--- src/rtl/spi_slave_fsm.sv ---
// SPI mode-0 slave protocol engine: decodes addr/RW, then writes or reads
// one byte through an external register file.
//
// Ports:
//   clk, reset            system clock, async active-high reset
//   cs                    conditioned chip select, active low
//   mosi                  conditioned MOSI level
//   sclk_posedge/negedge  one-clk pulses per conditioned SCK edge
//   rdata                 register-file read data (combinational from addr)
//   miso, miso_en         serial read data and its tri-state enable
//   addr, wdata, we       register-file address, write data, write strobe
//
// addrwidth must not exceed datawidth: the address is collected in the
// data shift register.
module spi_slave_fsm #(
   parameter int addrwidth = 7,
   parameter int datawidth = 8
) (
   input  logic                 clk,
   input  logic                 reset,
   input  logic                 cs,
   input  logic                 mosi,
   input  logic                 sclk_posedge,
   input  logic                 sclk_negedge,
   input  logic [datawidth-1:0] rdata,
   output logic                 miso,
   output logic                 miso_en,
   output logic [addrwidth-1:0] addr,
   output logic [datawidth-1:0] wdata,
   output logic                 we
);

   localparam int CMAX = (addrwidth > datawidth) ?
                         addrwidth : datawidth;
   localparam int CW   = $clog2(CMAX + 1);

   localparam logic [CW-1:0] CNT_RW   = CW'(addrwidth);
   localparam logic [CW-1:0] CNT_LAST = CW'(datawidth - 1);

   typedef enum logic [2:0] {
      IDLE,
      GET_ADDR,
      READ_LOAD,
      READ_SHIFT,
      WRITE_SHIFT,
      WRITE_COMMIT,
      DONE
   } state_t;

   state_t                 state_q, state_d;
   logic [CW-1:0]          cnt_q, cnt_d;
   logic [datawidth-1:0]   shift_q, shift_d;
   logic [addrwidth-1:0]   addr_q, addr_d;
   logic [datawidth-1:0]   wdata_q, wdata_d;
   logic                   miso_en_q, miso_en_d;
   logic                   we_q, we_d;

   logic [datawidth-1:0]   shift_in;

   assign shift_in = {shift_q[datawidth-2:0], mosi};

   always_comb begin
      state_d = state_q;
      cnt_d   = cnt_q;
      shift_d = shift_q;
      addr_d  = addr_q;
      wdata_d = wdata_q;

      case (state_q)
         IDLE: begin
            cnt_d = '0;
            if (!cs) state_d = GET_ADDR;
         end

         GET_ADDR: begin
            if (sclk_posedge) begin
               shift_d = shift_in;
               cnt_d   = cnt_q + CW'(1);
               // This pulse carries the R/W bit; the address
               // bits are already in the low end of shift_q.
               if (cnt_q == CNT_RW) begin
                  addr_d  = shift_q[addrwidth-1:0];
                  cnt_d   = '0;
                  state_d = mosi ? READ_LOAD : WRITE_SHIFT;
               end
            end
         end

         READ_LOAD: begin
            shift_d = rdata;
            state_d = READ_SHIFT;
         end

         READ_SHIFT: begin
            if (sclk_posedge) begin
               cnt_d = cnt_q + CW'(1);
               if (cnt_q == CNT_LAST) state_d = DONE;
            end else if (sclk_negedge && cnt_q != '0) begin
               // The negedge right after the R/W bit keeps the
               // MSB presented; later ones advance the byte.
               shift_d = {shift_q[datawidth-2:0], 1'b0};
            end
         end

         WRITE_SHIFT: begin
            if (sclk_posedge) begin
               shift_d = shift_in;
               cnt_d   = cnt_q + CW'(1);
               if (cnt_q == CNT_LAST) begin
                  wdata_d = shift_in;
                  cnt_d   = '0;
                  state_d = WRITE_COMMIT;
               end
            end
         end

         WRITE_COMMIT: state_d = DONE;

         DONE: state_d = DONE;

         default: state_d = IDLE;
      endcase

      // Chip-select release beats any SCK edge in the same cycle.
      if (state_q != IDLE && cs) begin
         state_d = IDLE;
         cnt_d   = '0;
         shift_d = shift_q;
         addr_d  = addr_q;
         wdata_d = wdata_q;
      end

      miso_en_d = (state_d == READ_SHIFT);
      we_d      = (state_d == WRITE_COMMIT);
   end

   always_ff @(posedge clk or posedge reset) begin
      if (reset) begin
         state_q   <= IDLE;
         cnt_q     <= '0;
         shift_q   <= '0;
         addr_q    <= '0;
         wdata_q   <= '0;
         miso_en_q <= 1'b0;
         we_q      <= 1'b0;
      end else begin
         state_q   <= state_d;
         cnt_q     <= cnt_d;
         shift_q   <= shift_d;
         addr_q    <= addr_d;
         wdata_q   <= wdata_d;
         miso_en_q <= miso_en_d;
         we_q      <= we_d;
      end
   end

   assign miso    = shift_q[datawidth-1];
   assign miso_en = miso_en_q;
   assign addr    = addr_q;
   assign wdata   = wdata_q;
   assign we      = we_q;

endmodule

--- config.mk ---
export PLATFORM = sky130hd
export DESIGN_NAME = spi_slave_fsm
export DESIGN_NICKNAME = d
export VERILOG_FILES = /design/src/rtl/spi_slave_fsm.sv
export SDC_FILE = /design/constraint.sdc
export NUM_CORES = 1
export LEC_CHECK = 0
export ABC_AREA = 1
export CELL_PAD_IN_SITES_DETAIL_PLACEMENT = 1
export CELL_PAD_IN_SITES_GLOBAL_PLACEMENT = 1
export CORE_MARGIN = 5
export CORE_UTILIZATION = 38
export CTS_CLUSTER_SIZE = 30
export DETAILED_ROUTE_END_ITERATION = 7
export GPL_TIMING_DRIVEN = 0
export PLACE_DENSITY_LB_ADDON = 0.1
export SLEW_MARGIN = 20
export SYNTH_ARGS = -nofsm -noshare
export SYNTH_HDL_FRONTEND = slang
export SYNTH_SLANG_ARGS = --single-unit
--- constraint.sdc ---
create_clock -name clk -period 1.75 [get_ports clk]
set_clock_uncertainty 0.05 [all_clocks]
set_input_delay 0.35 -clock clk [delete_from_list [all_inputs] [get_ports clk]]
set_output_delay 0.35 -clock clk [all_outputs]
set_load 0.1 [all_outputs]
Word level (Yosys, flattened, before mapping):

Index checks and enable logic that the tools add are counted.

* muxes and demuxes: 19
* reductions and logical operators: 13
* add/subtract/negate cells: 1
* bitwise operators: 1
* equal/unequal tests: 14

Operator list (count)
* $mux 3: 9
* $mux 8: 3
* $pmux 8 s3: 1
* $pmux 3 s6: 1
* $mux 4: 4
* $eq 3x3->1 const B: 4
* $pmux 4 s3: 1
* $eq 3x2->1 const B: 3
* $reduce_and 4->1: 2
* $reduce_bool 4->1: 2
* $reduce_bool 3->1: 2
* $reduce_and 5->1: 1
* $add 4x1->4 const B: 1
* $eq 4x3->1 const B: 1
* $ne 2x2->1 const B: 2
* $reduce_or 2->1: 2
* $eq 3x1->1 const B: 1
* $logic_not 3->1: 1
* $ne 3x1->1 const B: 1
* $ne 3x3->1 const B: 1
* $reduce_and 3->1: 1
* $logic_and 1x1->1: 2
* $ne 2x1->1 const B: 1
* $not 1->1: 1

* bits of input ports: 14
* bits in registers: 32
* word-level logic and storage cells: 55
* output and inout bits: 18

Depth between registers and ports, before layout:

* word-level depth: 6
* gate-level depth with buffers: 10
* gate-level depth less buffers: 8

Worst setup path before layout:

OpenSTA, ideal clock, no wires.

* path type: register -> register
* from: register cnt_q[0]
* to: register wdata_q[0], in the netlist wdata[0]
* cell stages (with the launch flop): 8
* library setup time: 125 ps
* clock period less this slack: 1391 ps
* data arrival time: 1216 ps
* slack: 359 ps
* data required time: 1575 ps
* buffers on the path: 1
* cells stage by stage: dfrtp_1 ha_1 nand3_1 nor2_2 nand3_4 buf_6 nand2_1 o21ai_1

* word-level cells in the longest chain between the ends: 2

Ends and longest elaborated chain
* start, declared: RTL line 51 `logic [CW-1:0] cnt_q, cnt_d;`
* start signal, assigned: RTL line 148 `cnt_q <= cnt_d;`
* $eq 4x3->1: RTL line 109 `if (cnt_q == CNT_LAST) begin`
* $reduce_and 4->1 (no line)
* end signal, assigned: RTL line 151 `wdata_q <= wdata_d;`
* end, declared: RTL line 54 `logic [datawidth-1:0] wdata_q, wdata_d;`

No other way between the ends.
A chain may end at the register's enable or synchronous reset.

Final worst setup path:

* from: register addr_q[5], in the netlist addr[5]
* to: output port addr[5]

RTL lines
* start, declared: RTL line 53 `logic [addrwidth-1:0] addr_q, addr_d;`
* start signal, assigned: RTL line 150 `addr_q <= addr_d;`
* end, declared: RTL line 28 `output logic [addrwidth-1:0] addr,`

No word-level cell between the ends.

==> run_results.csv <==
group,metric,value,unit
place,place_congestion,0.8373,
clocking,postCtsHoldBufs,0,
clocking,htreeDepth,2,
timing,setup_violations,0,
job,max_cap_violations,0,
yosys,synth_area_per_cell,8.291,µm²
clocking,cts_inserted_buffers,5,
place,placed_area,2083,µm²
power,fin_total_pwr,2.637,mW
critical_path,crit_family,"buffers and inverters",
cells_and_area,nFillCells,532,
grt,grt_pass1_vias,1470,
critical_path,worstSetupStartpointType,"flop",
cells_and_area,final_cells,297,
yosys,yosys_warnings,0,
timing,clock.fmax,0.6082,GHz
critical_path,r2r_start,"cnt_q[1]$_DFFE_PP0P_",
critical_path,cp-end-kind,"output pin",
place,dp.cells,289,
clocking,cts_root_buf,"clkbuf_8",
timing,fin_tns_setup,0,ps
critical_path,cp_cell_sequence,"clkdlybuf4s15_2",
grt,grt_overflow_total,0,
cells_and_area,fin_util,50.92,%
floorplan,ioPinCount,32,
place,portBuffers,31,
timing,whs,432.7,ps
floorplan,die_area,5935,µm²
timing,hold_violations,0,
power,p_leak,1.107,nW
power,comb_power_share,35.5,%
routing,drc,0,
clocking,cts_resized,54,
routing,first_pass_iters,4,
floorplan,die_w,77.04,µm
floorplan,fp.dieH,77.04,µm
grt,grtUsageTotal,15.68,%
cells_and_area,ff_latch_area,800.8,µm²
timing,post-route-period-util,93.95,%
clocking,cts_max_path_buffers,2,
power,swShare,39.55,%
yosys,async_flop_share,100.0,%
cells_and_area,n_antenna_cell,0,
timing,final.min_clock_period,1644,ps
place,pre_cts_slack,-153.9,ps
critical_path,cp_max_fo,2,
grt,grt_pass1_wl,7514,µm
critical_path,crit_buf_inv,1,
yosys,syn-instance-count,206,
power,power_frac_clock,27.8,%
critical_path,cpPeakStageDelay,580,ps
cells_and_area,fin_area,2217,µm²
worst_hold_path,min_path_type,"flop to flop",
power,intPower,1.594,mW
clocking,post_cts_buffers,0,
grt,antenna_found_initial,0,
timing,tightest_slew,692.4,ps
timing,slew-limit-headroom,53.77,%
place,place_hpwl,3194,µm
yosys,synth.area.top_cells,"dfrtp_1 (47%), nand2_1 (15%), nand3_1 (7.9%)",
grt,grt_max_degree,33,
routing,drtIter0Drc,89,
timing,drv_slew,0,
yosys,synth_edf_count,0,
yosys,ys.flop_type,"dfrtp_1",
routing,avgRoutedWirePerCell,14.66,µm
yosys,syn_area,1708,µm²
critical_path,cp_slowest_cell,"clkdlybuf4s15_2",
critical_path,criticalPathCategory,"flop to output pin",
timing,rsz0062_at_grt,"false",
yosys,ys_ff_latch,32,
routing,antenna_left,0,
floorplan,start_util,39.22,%
yosys,netlist.area_leader.share,46.89,%
yosys,synth_commonest_cells,"nand2_1 (70), dfrtp_1 (32), nand3_1 (27)",
floorplan,core,4354,µm²
yosys,synth_most_common_cell,"nand2_1",
critical_path,critPathLaunch,"addr[5]$_DFFE_PP0P_",
routing,wl,4355,µm
power,power.density,1189,nW/µm²
worst_hold_path,hold_start,"shift_q[7]$_DFFE_PP0P_",
power,power_switching,1.043,mW
clocking,cts.reportedPaths.clkPinSlew,70,ps
clocking,cts.sinks,32,
cells_and_area,drive_above_1_share,24.49,%
routing,viasPerCell,4.933,
status,status,"complete, no violations",
routing,num_vias,1465,
cells_and_area,syn_to_final_growth,29.82,%
critical_path,required,1350,ps
yosys,yosysSeqAreaShare,46.89,%
cells_and_area,multi_input_area,762.0,µm²
power,peakVddDrop,0.0006414,V
clocking,cts_tree,"built",
power,pwr-share-seq,36.7,%
yosys,yosysUniqueCellTypes,24,
timing,finalWorstSetupSlack,105.8,ps
cells_and_area,fin_nets,260,
yosys,yosysTopAreaCell,"dfrtp_1",
floorplan,rows,24,
clocking,insertion_delay,290,ps
critical_path,worstPathArrival,1240,ps
yosys,syn-num-nets,222,
==> layer usage <==
metal | track usage (%) | share of wire (%) | vias up
li1 | - | - | 732
met1 | 21.54 | 48 | 699
met5 | 0 | 0 | -
met2 | 24.62 | 46 | 28
met3 | 3.864 | 4.5 | 6
met4 | 4.124 | 1.3 | 0
==> cells in the final DEF (no fill, tap or decap) <==
| master | instances |
|---|---|
| clkdlybuf4s15_2 | 18 |
| buf_6 | 4 |
| o21ai_1 | 9 |
| o21ai_2 | 7 |
| dfrtp_1 | 32 |
| nand2_1 | 70 |
| nor2_4 | 2 |
| xor2_1 | 2 |
| a21boi_0 | 1 |
| clkinv_2 | 1 |
| nand2_2 | 7 |
| nand2_8 | 1 |
| inv_1 | 19 |
| o21ai_0 | 1 |
| nor2_1 | 6 |
| nand2_4 | 4 |
| clkdlybuf4s50_1 | 13 |
| bufinv_16 | 1 |
| inv_4 | 1 |
| a21oi_1 | 1 |
| nand4_1 | 1 |
| inv_2 | 4 |
| clkbuf_8 | 5 |
| nor2_2 | 2 |
| clkinvlp_4 | 1 |
| nand3_1 | 27 |
| ha_1 | 2 |
| buf_4 | 1 |
| nand3_4 | 1 |
| o211ai_1 | 1 |
==> cell type report <==
class	count	share of cell area, %
clock buffers	5	3.104
clock inverters	3	1.919
inverters	24	4.176
well taps	52	2.935
multi-input cells	145	34.37
flip-flops and latches	32	36.12
plain buffers	5	2.370
repair buffers	31	15.01
==> logic make-up after synthesis <==
logic type / after synthesis / synth area share (%)
and+or+nand+nor: 121 / 34.43
DFF: 32 / 46.89
buffers and inverters: 29 / 8.498
AOI/OAI and AO/OA: 20 / 7.692
xor gates and xnor gates: 2 / 1.026
adders and majority gates: 2 / 1.465
==> power by group through the flow <==
stage	Combinational, mW	Clock, mW	Sequential [mW]
2_1_floorplan	0.647	0	1.05
3_3_place_gp	0.932	0	0.982
3_5_place_dp	0.952	0	0.980
4_1_cts	0.955	0.742	0.968
5_1_grt	1.07	0.786	0.987
6_report	0.935	0.734	0.968
==> path summary, 6_finish.rpt <==
kind / cells past startpoint / slack, ps / endpoint
max reg2reg: 7 / 170 / wdata[0]$_DFFE_PP0P_
min reg2reg: 2 / 430 / shift_q[7]$_DFFE_PP0P_
max: 1 / 110 / addr[5]
min: 2 / 430 / shift_q[7]$_DFFE_PP0P_
min in group asynchronous: 2 / 440 / we$_DFF_PP0_
max in group asynchronous: 2 / 760 / shift_q[0]$_DFFE_PP0P_
==> state kept, by name (all words and copies together), names as in the netlist <==
register  count
cnt_q         4
addr          7
shift_q       8
miso_en       1
we            1
state_q       3
wdata         8
No activity file was read; power rests on OpenSTA's default activity.
